`config.mk`:
```
export PLATFORM = sky130hd
export DESIGN_NAME = vga_timing
export DESIGN_NICKNAME = d
export VERILOG_FILES = /design/src/rtl/vga_timing_pkg.sv /design/src/rtl/sig_delay.sv /design/src/rtl/vga_timing.sv
export SDC_FILE = /design/constraint.sdc
export NUM_CORES = 1
export LEC_CHECK = 0
export ABC_AREA = 0
export ABC_CLOCK_PERIOD_IN_PS = 2000
export BUFFER_PORTS_ARGS = -buffer_cell sky130_fd_sc_hd__buf_2
export CORE_UTILIZATION = 49
export DETAILED_ROUTE_END_ITERATION = 12
export GPL_TIMING_DRIVEN = 0
export PLACE_DENSITY = 0.75
export SYNTH_ARGS = -nofsm -noshare
export SYNTH_HDL_FRONTEND = slang
export SYNTH_HIERARCHICAL = 1
export SYNTH_SLANG_ARGS = --single-unit
```
`constraint.sdc`:
```
create_clock -name clk -period 2 [get_ports clk]
set_input_delay 0.3 -clock clk [delete_from_list [all_inputs] [get_ports clk]]
set_output_delay 0.3 -clock clk [all_outputs]
set_load 0.01 [all_outputs]
```
`src/rtl/vga_timing_pkg.sv`:
```
// Shared constants and helpers for the 1440x900 @ 60 Hz pixel timing generator.
package vga_timing_pkg;

  localparam int COORD_W = 11;

  localparam int DEF_H_ACTIVE = 1440;
  localparam int DEF_H_FP     = 80;
  localparam int DEF_H_SYNC   = 152;
  localparam int DEF_H_BP     = 232;
  localparam int DEF_V_ACTIVE = 900;
  localparam int DEF_V_FP     = 1;
  localparam int DEF_V_SYNC   = 3;
  localparam int DEF_V_BP     = 28;
  localparam logic DEF_H_POL  = 1'b0;
  localparam logic DEF_V_POL  = 1'b1;

  localparam int DEF_H_TOTAL = DEF_H_ACTIVE + DEF_H_FP + DEF_H_SYNC + DEF_H_BP;
  localparam int DEF_V_TOTAL = DEF_V_ACTIVE + DEF_V_FP + DEF_V_SYNC + DEF_V_BP;

  // Field order fixes the bit order of the delay-line word.
  typedef struct packed {
    logic active;
    logic hsync;
    logic vsync;
  } sync_t;

  function automatic logic in_span(input logic [COORD_W-1:0] v,
                                   input logic [COORD_W-1:0] lo,
                                   input logic [COORD_W-1:0] hi);
    return (v >= lo) && (v < hi);
  endfunction

endpackage

```
`src/rtl/sig_delay.sv`:
```
// Async-reset shift register; every stage resets to RST_VAL.
module sig_delay #(
  parameter int WIDTH = 1,
  parameter int DEPTH = 1,
  parameter logic [WIDTH-1:0] RST_VAL = '0
) (
  input  logic             clk,
  input  logic             rst_n,
  input  logic [WIDTH-1:0] din,
  output logic [WIDTH-1:0] dout
);

  logic [WIDTH-1:0] stage [DEPTH];

  always_ff @(posedge clk or negedge rst_n) begin
    if (!rst_n) begin
      for (int i = 0; i < DEPTH; i++) stage[i] <= RST_VAL;
    end else begin
      stage[0] <= din;
      for (int i = 1; i < DEPTH; i++) stage[i] <= stage[i-1];
    end
  end

  assign dout = stage[DEPTH-1];

endmodule

```
`src/rtl/vga_timing.sv`:
```
// Pixel/line/frame counters plus sync and active flags delayed to match the
// renderers' registered RGB output.
module vga_timing
  import vga_timing_pkg::*;
#(
  parameter int   H_ACTIVE   = DEF_H_ACTIVE,
  parameter int   H_FP       = DEF_H_FP,
  parameter int   H_SYNC     = DEF_H_SYNC,
  parameter int   H_BP       = DEF_H_BP,
  parameter int   V_ACTIVE   = DEF_V_ACTIVE,
  parameter int   V_FP       = DEF_V_FP,
  parameter int   V_SYNC     = DEF_V_SYNC,
  parameter int   V_BP       = DEF_V_BP,
  parameter logic H_POL      = DEF_H_POL,
  parameter logic V_POL      = DEF_V_POL,
  parameter int   FRAME_WRAP = 60,
  parameter int   PIPE_DLY   = 1
) (
  input  logic        clk,
  input  logic        rst_n,
  output logic [10:0] pos_x,
  output logic [10:0] pos_y,
  output logic [5:0]  count,
  output logic        line_start,
  output logic        frame_start,
  output logic        active,
  output logic        hsync,
  output logic        vsync
);

  localparam logic [COORD_W-1:0] H_LAST   = COORD_W'(H_ACTIVE + H_FP + H_SYNC + H_BP - 1);
  localparam logic [COORD_W-1:0] V_LAST   = COORD_W'(V_ACTIVE + V_FP + V_SYNC + V_BP - 1);
  localparam logic [COORD_W-1:0] H_VIS    = COORD_W'(H_ACTIVE);
  localparam logic [COORD_W-1:0] V_VIS    = COORD_W'(V_ACTIVE);
  localparam logic [COORD_W-1:0] HS_START = COORD_W'(H_ACTIVE + H_FP);
  localparam logic [COORD_W-1:0] HS_END   = COORD_W'(H_ACTIVE + H_FP + H_SYNC);
  localparam logic [COORD_W-1:0] VS_START = COORD_W'(V_ACTIVE + V_FP);
  localparam logic [COORD_W-1:0] VS_END   = COORD_W'(V_ACTIVE + V_FP + V_SYNC);
  localparam logic [5:0]         CNT_LAST = 6'(FRAME_WRAP - 1);

  // run is low only until the first edge after reset, which holds 0/0
  logic                run;
  logic                x_wrap, y_wrap;
  logic [COORD_W-1:0]  x_next, y_next;
  sync_t               flags_p0, flags_pn;

  always_comb begin
    x_wrap = (pos_x == H_LAST);
    y_wrap = (pos_y == V_LAST);
    x_next = x_wrap ? '0 : pos_x + 1'b1;
    y_next = pos_y;
    if (x_wrap) y_next = y_wrap ? '0 : pos_y + 1'b1;
  end

  always_ff @(posedge clk or negedge rst_n) begin
    if (!rst_n) begin
      run         <= 1'b0;
      pos_x       <= '0;
      pos_y       <= '0;
      count       <= '0;
      line_start  <= 1'b0;
      frame_start <= 1'b0;
    end else if (!run) begin
      run         <= 1'b1;
      line_start  <= 1'b1;
      frame_start <= 1'b1;
    end else begin
      pos_x       <= x_next;
      pos_y       <= y_next;
      line_start  <= x_wrap;
      frame_start <= x_wrap && y_wrap;
      if (x_wrap && y_wrap) count <= (count == CNT_LAST) ? '0 : count + 1'b1;
    end
  end

  // Stage p0: raw flags from the current coordinates, deasserted until run
  always_comb begin
    flags_p0.active = 1'b0;
    flags_p0.hsync  = ~H_POL;
    flags_p0.vsync  = ~V_POL;
    if (run) begin
      flags_p0.active = (pos_x < H_VIS) && (pos_y < V_VIS);
      flags_p0.hsync  = in_span(pos_x, HS_START, HS_END) ? H_POL : ~H_POL;
      flags_p0.vsync  = in_span(pos_y, VS_START, VS_END) ? V_POL : ~V_POL;
    end
  end

  // Stage pN: PIPE_DLY (1..4) registers to line up with the renderer output
  sig_delay #(
    .WIDTH   (3),
    .DEPTH   (PIPE_DLY),
    .RST_VAL ({1'b0, ~H_POL, ~V_POL})
  ) u_flag_dly (
    .clk   (clk),
    .rst_n (rst_n),
    .din   (flags_p0),
    .dout  (flags_pn)
  );

  assign active = flags_pn.active;
  assign hsync  = flags_pn.hsync;
  assign vsync  = flags_pn.vsync;

endmodule

```
Word level (Yosys, flattened, before mapping)
Cells that the tools add are included.
- input port bits: 2
- output and inout port bits: 33
- flip-flop bits (word level): 34
- logic and storage cells: 33
- $add $sub $neg: 3
- $lt $le $gt $ge: 6
- reductions and logical operators: 6
- eq/ne operators: 3
- muxes and demuxes: 8
- operators with widths (cell ; count):
    $add A11 B1 Y11 const B ; 2
    $lt A11 B10 Y1 const B ; 2
    $lt A11 B11 Y1 const B ; 2
    $mux W11 ; 2
    $eq A11 B10 Y1 const B ; 1
    $eq A11 B11 Y1 const B ; 1
    $ge A11 B10 Y1 const B ; 1
    $ge A11 B11 Y1 const B ; 1
    $add A6 B1 Y6 const B ; 1
    $eq A6 B6 Y1 const B ; 1
    $mux W6 ; 1
    $logic_and A1 B1 Y1 ; 4
    $mux W1 ; 4
    $reduce_and A2 Y1 ; 2
    $mux W3 ; 1

Logic depth before layout (Yosys ltp)
Gate-level depths: netlist of run 1.
- depth after elaboration: 4
- mapped depth: 6
- gate-level depth less buffers: 5

By module
Netlist of run 1, hierarchy kept.
- modules (own cells, without submodules) (module ; area each (µm²) ; times used ; cells each):
    vga_timing ; 1697.9 ; 1 ; 174
    sig_delay ; 76.3 ; 1 ; 3

Least setup slack after synthesis of run 1
No wires, ideal clock.
- path type: register -> register
- from: reg pos_x[7]
- to: reg count[0]
- data arrival time: 2.040 ns
- library setup time: 0.125 ns
- period minus slack after synthesis: 2.165 ns
- stages on the path, launching flop included: 7
- data required time: 1.875 ns
- slack: -0.165 ns
- path buffers: 2
- path through: dfrtp_1 buf_6 or3b_4 or4_1 buf_2 nor2_4 mux2_2
- longest elaborated chain between the ends: 3
- ends and longest elaborated chain (item ; line ; source):
    from (decl) ; vga_timing.sv:21 ; output logic [10:0] pos_x,
    from (signal assigned) ; vga_timing.sv:68 ; pos_x <= x_next;
    $eq A11 B11 Y1 ; vga_timing.sv:48 ; x_wrap = (pos_x == H_LAST);
    $logic_and A1 B1 Y1 ; vga_timing.sv:72 ; if (x_wrap && y_wrap) count <= (count == CNT_LAST) ? '0 : count + 1'b1;
    $reduce_and A2 Y1 (no source line) ; -- ;
    to (signal assigned) ; vga_timing.sv:72 ;
    to (decl) ; vga_timing.sv:23 ; output logic [5:0] count,
No other way between the ends.
A chain may end at the register's enable or synchronous reset.

Worst setup path in the final report of run 1
Ends and elaborated chain as after synthesis.

==> results of run 1 <==
## logic make-up (layout without fill, tap and decap cells)
| family | after synthesis | in the layout | synth area share, % |
|---|---|---|---|
| AOI/OAI and AO/OA | 35 | 35 | 13.1 |
| xor gates and xnor gates | 9 | 9 | 4.44 |
| adders and majority gates | 4 | 4 | 2.82 |
| buffers and inverters | 17 | 84 | 4.16 |
| DFF | 34 | 34 | 48.0 |
| muxes | 5 | 5 | 2.96 |
| other | 1 | 1 | 0.211 |
| and+or+nand+nor | 72 | 72 | 24.3 |
## cell usage after synthesis (all sizes together)
cell type and instances:
a31o 3, o41ai 3, mux2 2, a31oi 4, and2 1, or4 3
o22ai 2, o21ai 11, nand4b 2, nor2 7, dfrtp 33, xor2 3
or3b 1, conb 1, o311ai 1, a221oi 1, a21oi 3, nand2 14
nor4 5, o31ai 5, nor2b 2, nand3 11, and3 4, a21boi 1
nand2b 2, o211a 1, or2 1, nor3 3, nor3b 2, dfstp 1
and4 2, buf 3, nand3b 2, nand4 7, xnor2 6, or3 3
mux2i 3, ha 4, clkbuf 5, inv 9
## power by group through the flow
stage          logic, mW  registers (mW)  clock network [mW]
2_1_floorplan      0.124           0.842                   0
3_3_place_gp       0.239           0.823                   0
3_5_place_dp       0.244           0.828                   0
4_1_cts            0.248           0.813               0.360
5_1_grt            0.295           0.829               0.393
6_report           0.268           0.814               0.351
## critical path: cells and delay by family, from the launching register on
family           cells  cell delay (ns)
flip-flops           1             0.42
multiplexers         1             0.32
AND/OR/NAND/NOR      3             1.14
## final cells by class
| type | instances | area (µm²) | area share [%] |
|---|---|---|---|
| buffer | 4 | 22.5 | 0.962 |
| clock buffer | 7 | 45.0 | 1.92 |
| inverter | 9 | 33.8 | 1.44 |
| multi-input combinational | 126 | 935 | 39.9 |
| sequential | 34 | 856 | 36.5 |
| tap | 46 | 57.6 | 2.46 |
| timing repair buffer | 64 | 393 | 16.8 |
## flip-flops by register name (all words and copies together) (netlist names)
register,count
pos_y,11
run,1
u_flag_dly/dout,3
frame_start,1
count,6
pos_x,11
line_start,1
## layer usage
layer,vias up,GRT usage [%]
met5,-,0
met4,0,7.85
met3,10,7.17
met2,68,41.5
met1,839,29.2
li1,786,-
## path summary, 6_finish.rpt
path	slack [ns]	cells after the start	to
setup reg to reg	0.004	4	count[0]
hold / removal	0.02	1	pos_x[9]
hold reg to reg	0.52	1	pos_x[0]
min in group clk	0.52	1	pos_x[0]
max in group asynchronous	1.46	1	pos_y[0]
setup / recovery	0.004	4	count[0]
## through the flow
stage                     utilization [%]  instances  TNS, ns  total power [mW]
after detailed placement             59.6        257    -1.84              1.07
after global routing                 69.1        290   -0.190              1.52
after CTS                            66.0        280   -0.517              1.42
after global placement               59.6        257    -1.16              1.06
final                                69.1        290        0              1.43
after floorplan                         -        177   -0.417             0.966
## cells in the final DEF (no fill, tap or decap), types with 3 or more instances in the layout
cell type / synthesis / final
buf_2: 2 / 35
dfrtp_1: 33 / 30
buf_4: 0 / 29
nand2_1: 14 / 13
o21ai_0: 11 / 10
nand3_1: 11 / 10
inv_1: 9 / 9
nand4_1: 7 / 7
xnor2_1: 6 / 6
nor2_1: 6 / 6
clkbuf_1: 5 / 5
o31ai_1: 5 / 5
clkbuf_4: 0 / 5
a31oi_1: 4 / 4
and3_1: 4 / 4
nor3_1: 3 / 3
or4_4: 1 / 3
nor4_4: 1 / 3
xor2_1: 3 / 3
a31o_2: 3 / 3
a21oi_1: 3 / 3
mux2i_1: 3 / 3
ha_1: 4 / 3
dfrtp_2: 0 / 3
## what timing repair did
item,in CTS,in global routing
setup endpoints to repair,14,18
pin swaps,8,10
gates cloned,0,1
buffers inserted,17,12
hold buffers,0,0
gates resized for setup,12,8
==> results.cfg, run 1 <==
[cells_and_area]
area_growth_pct = 32.0
nNetsFinal = 250
diodes = 0
drive_gt1_share_pct = 39.3
final_area_mm2 = 0.00234
n_fill_cell = 245

[clock_tree]
clk_latency_ns = 0.34
numCtsBuffers = 5
clock_sinks = 34
cts_max_path_buffers = 2
cts_htree_levels = 2
clk_pin_slew_ns = 0.11
cts_root_buf = clkbuf_4
tritoncts = built

[worst_setup_path]
critPathSlowestCell = or4_4
cp-start-kind = flop
arrival_ns = 2.22
cp-end-kind = flop
r2r-start = pos_x[7]
cpPeakStageDelay_ns = 0.58
crit_path_max_fanout = 5
critPathKind = reg -> reg
crit_chain = or3b_4, or4_4, nor2_4, mux2_4
cp.required_ns = 2.22
startpoint = pos_x[7]

[yosys]
ys_warn_count = 6
syn_area_mm2 = 0.00177
ys_seq_elements = 34
yosys.area.top_type_share_pct = 46.5
syn_inst = 177
synth_area_leaders = dfrtp_1, nand3_1, o21ai_0, nand2_1, xnor2_1
yosysTopAreaCell = dfrtp_1
ys_seq_area_share_pct = 48.0
syn_area_per_cell_um2 = 10.0
synth_cell_types = 44
syn_nets = 183

[placement]
io_buffers = 34
place_congestion = 0.777
placed_area_mm2 = 0.00202
dp_slack_ns = -0.210
dpl.hpwl_um = 2770

[worst_hold_path]
holdCritPathClass = in -> async

[route]
drt_iter0_markers = 155
postRouteAntennaNets = 0
routed.top_layer = met4
wl_per_cell_um = 15.9
vias = 1703
dr_wl_met2_um = 2390
drtPass1Iterations = 5
drc_errors = 0
wl_met1_um = 1850
wl_um = 4610
wl_met3_um = 273
vias_per_cell = 5.87

[outcome]
status = finished, final reports clean

[timing]
holdWs_ns = 0.0178
worst_pin_slew_ns = 0.750
rsz0062_at_grt = yes
period_minus_slack_ns = 2.00
maxSlewViolCount = 0
report.final.hold_viol_count = 0
setup_slack_ns = 0.00350
layout_worst_path_cycle_share_pct = 99.8
relSlewSlack_pct = 50.0
finalSetupViolCount = 0
fin_skew_ns = 0.0132
clock.fmax_ghz = 0.501

[die]
die_y_um = 62.2
dieWidth_um = 62.2
dieArea_mm2 = 0.00387
io_pins = 35
rows = 21
core_mm2 = 0.00339
initial_utilization_pct = 52.3

[power_and_ir_drop]
powerDensity_mw_per_mm2 = 612
power_frac_comb_pct = 18.7
p_switching_mw = 0.450
p_int_mw = 0.983
power.leakage_nw = 1.16
vdd_drop_max_uv = 375
clockPowerShare_pct = 24.5
p_seq_share_pct = 56.8
swShare_pct = 31.4

[grt]
grt_remaining_overflow = 0
grt_antenna_before_repair = 0
grt_usage_pct = 24.2
grt_pass1_vias = 1575
grt_pass1_wl_um = 7320
grt_max_degree = 35

[flow_run]
maxCapViolCount = 0
Note: power is estimated with default switching activity, not from simulation.
==> inputs of run 2 (changes only) <==
- REMOVE_ABC_BUFFERS: default -> 1
==> run 2 against run 1 <==
Critical path type unchanged; global-route usage decreased by 0.76 points; wire length decreased by 4.5%; flip-flop and latch count unchanged; critical endpoint unchanged; critical path depth unchanged.
==> results.cfg, run 2 (synthesis gave the netlist of run 1 again) <==
[cells_and_area]
final_cell_mix = buf_2, dfrtp_1, buf_4
post-route-util_pct = 66.2
layout_commonest_cell = buf_2
drive_gt1_share_pct = 37.9
final-instance-count-excl-fill = 273
area_growth_pct = 26.5
diodes = 0
final_area_mm2 = 0.00224
nNetsFinal = 232
top_regs = pos_x x11, pos_y x11, count x6

[clock_tree]
clk_pin_slew_ns = 0.11
clock_sinks = 34
cts_htree_levels = 2
clk_latency_ns = 0.34
numCtsBuffers = 5
tritoncts = built
cts_max_path_buffers = 2
hold_buffers = 0
cts_root_buf = clkbuf_4

[timing]
worst_pin_slew_ns = 0.740
fin_skew_ns = 0.0106
period_minus_slack_ns = 1.98
rsz0062_at_grt = yes
setup_slack_ns = 0.0162
relSlewSlack_pct = 50.7
clock.fmax_ghz = 0.504
maxSlewViolCount = 0
finalSetupTns_ns = 0
layout_worst_path_cycle_share_pct = 99.2
finalSetupViolCount = 0
report.final.hold_viol_count = 0

[grt]
grt_antenna_before_repair = 0
grt_pass1_vias = 1616
grt_pass1_wl_um = 7210
grt_usage_pct = 23.5
grt_max_degree = 35
grt_remaining_overflow = 0

[die]
rows = 21
core_mm2 = 0.00339
die_y_um = 62.2
initial_utilization_pct = 52.3
io_pins = 35
dieWidth_um = 62.2
dieArea_mm2 = 0.00387

[worst_setup_path]
cp-end-kind = flop
cp-start-kind = flop
crit_path_max_fanout = 5
cp.required_ns = 2.24
arrival_ns = 2.22
critPathKind = reg -> reg

[route]
vias = 1626
vias_per_cell = 5.96
drt_iter0_markers = 73
wl_um = 4400
drtPass1Iterations = 4
postRouteAntennaNets = 0
wl_per_cell_um = 16.1
drc_errors = 0

[placement]
dpl.hpwl_um = 2740
place_congestion = 0.829
dp_cells = 249
dp_slack_ns = -0.359
placed_area_mm2 = 0.00196
io_buffers = 34

[outcome]
status = finished, final reports clean

[flow_run]
maxCapViolCount = 0

[power_and_ir_drop]
powerDensity_mw_per_mm2 = 692
power.leakage_nw = 1.09
vdd_drop_max_uv = 333

[worst_hold_path]
holdCritPathClass = in -> async
[run 2: cell count changes in the layout (fill, tap and decap cells not counted), moves of 2 or more]
cell and delta:
mux2_4 -2, mux2_2 +2, dfrtp_1 -4, dfrtp_2 +4, clkbuf_8 +3, clkbuf_1 -5
buf_4 -13
[run 2: routing by layer]
| metal | part of all wire [%] | global-route usage (%) | up-vias | wire, µm |
|---|---|---|---|---|
| li1 | - | - | 755 | - |
| met1 | 42 | 29.0 | 807 | 1860 |
| met2 | 51 | 39.8 | 52 | 2260 |
| met3 | 4.0 | 4.04 | 12 | 178 |
| met4 | 2.2 | 11.3 | 0 | 96 |
| met5 | 0 | 0 | - | 0 |
[run 2: critical path: stages, from the launching register on]
cell     delay [ns]
dfrtp_2        0.43
or3b_4         0.42
or4_4          0.55
nor2_4         0.15
mux2_2         0.34
[run 2: layout make-up]
type	count	area, µm²
multi-input combinational	126	923
tap	46	57.6
sequential	34	861
timing repair buffer	50	290
inverter	9	33.8
fill	278	1140
clock buffer	8	78.8
[run 2: path summary, 6_finish.rpt]
path / from / to / slack [ns] / cells past startpoint
min reg2reg: pos_x[0] / pos_x[0] / 0.53 / 1
min: rst_n / u_flag_dly/dout[0] / 0.02 / 1
max in group asynchronous: rst_n / run / 1.45 / 1
min in group clk: pos_x[0] / pos_x[0] / 0.53 / 1
max reg2reg: pos_x[7] / count[0] / 0.02 / 4
max: pos_x[7] / count[0] / 0.02 / 4
[run 2: per-stage QoR]
stage / power [mW] / hold slack, ns
2_1_floorplan: 0.960 / 0.00441
3_3_place_gp: 1.06 / 0.394
3_5_place_dp: 1.07 / 0.411
4_1_cts: 1.56 / 0.0362
5_1_grt: 1.62 / 0.0758
6_report: 1.55 / 0.0158
[run 2: where the power goes]
part	total [mW]	switching (mW)	internal [mW]	leakage, nW
logic	0.263	0.158	0.105	0.602
registers	0.822	0.0771	0.745	0.441
clock network	0.468	0.227	0.240	0.0446
[run 2: timing repair]
item,CTS,global route
cloned,0,0
pin swaps,7,2
setup buffers,14,2
resized for setup,9,13
setup endpoints to repair,16,11
==> inputs of run 3 (changes only) <==
- CORE_UTILIZATION: 49 -> 30
- PLACE_DENSITY: 0.75 -> default
==> run 3 against run 2 <==
The run now ends with negative setup slack left; die area up 61%; cell count grew 8.4%; register-to-register slack worse by 0.04 ns; combinational power shrank 3%; total power up 0.19%; critical path depth increased by 1; wire length fell by 2.4%; worst setup slack got worse by 0.045 ns; sequential share of layout area decreased by 0.51 points; largest cell class unchanged.
==> results.cfg, run 3 (synthesis gave the netlist of run 1 again) <==
[outcome]
status = finished with violations
violations = negative setup slack

[timing]
relSlewSlack_pct = 49.6
setup_slack_ns = -0.0284
report.final.hold_viol_count = 0
maxSlewViolCount = 0
clock.fmax_ghz = 0.493
holdWs_ns = 0.0796
rsz0062_at_grt = yes
layout_worst_path_cycle_share_pct = 101
period_minus_slack_ns = 2.03
fin_skew_ns = 0.00551
finalSetupViolCount = 3
worst_pin_slew_ns = 0.756

[worst_setup_path]
r2r-end = count[5]
cp-end-kind = flop
r2r-start = pos_y[1]
cp.required_ns = 2.22
crit_path_max_fanout = 10
critPathKind = reg -> reg
cp-start-kind = flop
arrival_ns = 2.25
r2r_slack_ns = -0.03
reg2reg_depth = 5

[cells_and_area]
diodes = 0
nNetsFinal = 230
layout_commonest_cell = buf_2
area_growth_pct = 27.9
drive_gt1_share_pct = 34.8
final_cell_mix = buf_2, dfrtp_1, nand2_1, buf_4, nand3_1
top_regs = pos_x x11, pos_y x11, count x6

[route]
wl_um = 4300
drc_errors = 0
postRouteAntennaNets = 0
drtPass1Iterations = 4
wl_per_cell_um = 14.5
vias = 1519
drt_iter0_markers = 140
vias_per_cell = 5.13

[power_and_ir_drop]
clockPowerShare_pct = 30.7
vdd_drop_max_uv = 351
p_seq_share_pct = 53.0
p_int_mw = 1.09
power_mw = 1.56
swShare_pct = 30.0
power_frac_comb_pct = 16.3
power.leakage_nw = 1.07
powerDensity_mw_per_mm2 = 686
p_switching_mw = 0.466

[grt]
grt_pass1_vias = 1419
grt_max_degree = 35
grt_pass1_wl_um = 7110
grt_antenna_before_repair = 0
grt_usage_pct = 14.9
grt_remaining_overflow = 0

[worst_hold_path]
holdCritPathClass = in -> async

[placement]
io_buffers = 34
dpl.hpwl_um = 2770
place_congestion = 0.778

[clock_tree]
clk_pin_slew_ns = 0.07
tritoncts = built
numCtsBuffers = 5
cts_root_buf = clkbuf_8
clk_latency_ns = 0.28
hold_buffers = 0
cts_htree_levels = 2
cts_max_path_buffers = 2
clock_sinks = 34

[die]
die_y_um = 78.9
io_pins = 35
dieWidth_um = 78.9
rows = 27
core_mm2 = 0.00561
initial_utilization_pct = 31.6
dieArea_mm2 = 0.00623

[flow_run]
maxCapViolCount = 0
==> run 3: cell count changes in the layout (fill, tap and decap cells not counted), sizes merged <==
cell | before | now
buf | 50 | 48
clkbuf | 8 | 7
==> run 3: how the worst max path moves through the flow <==
stage,startpoint,end,slack (ns),cells after the start
after floorplan,pos_x[4],count[0],-0.20,4
after global routing,pos_y[1],count[5],-0.09,5
after CTS,pos_x[7],pos_y[8],-0.02,5
final,pos_y[1],count[5],-0.03,5
after detailed placement,pos_x[4],count[1],-0.40,4
after global placement,pos_x[4],count[0],-0.39,4
==> run 3: timing repair <==
action | in CTS | in global routing
resized for setup | 12 | 11
setup buffers | 14 | 0
hold endpoints to repair | 0 | 0
pin swaps | 8 | 2
setup endpoints to repair | 16 | 12
cloned | 0 | 0
==> run 3: worst max-delay path, cell delays in order, from the launching register on <==
cell and delay (ns):
dfrtp_1 0.44, ha_1 0.26, nand3b_1 0.13, or3_4 0.51, or4_1 0.54, nand3_1 0.09
==> run 3: through the flow <==
step	TNS (ns)	utilization [%]	cell area, µm²	instances	setup slack (ns)
floorplan	-0.695	-	1730	169	-0.202
global placement	-3.57	35.6	1990	275	-0.392
detailed placement	-3.55	35.6	1990	275	-0.398
CTS	-0.0451	39.6	2220	296	-0.0216
global route	-0.251	40.5	2270	296	-0.0851
finish	-0.0763	40.5	2270	296	-0.0284
==> run 3: layout make-up <==
cell class                 count  area (µm²)
fill                         577        3340
multi-input combinational    126         931
sequential                    34         858
timing repair buffer          48         279
tap                           72        90.1
clock buffer                   7        76.3
inverter                       9        33.8
==> run 3: per-layer routing <==
metal	GRT usage [%]	up-vias	share of wire, %
met4	4.91	0	1.4
met3	4.02	4	5.2
met2	23.0	36	46
li1	-	745	-
met1	20.2	734	48
met5	0	-	0
==> run 3: power by group through the flow <==
stage / registers, mW / logic [mW] / clock network, mW
floorplan: 0.860 / 0.0993 / 0
global placement: 0.857 / 0.211 / 0
detailed placement: 0.858 / 0.212 / 0
CTS: 0.824 / 0.255 / 0.493
global route: 0.835 / 0.281 / 0.523
finish: 0.825 / 0.254 / 0.477
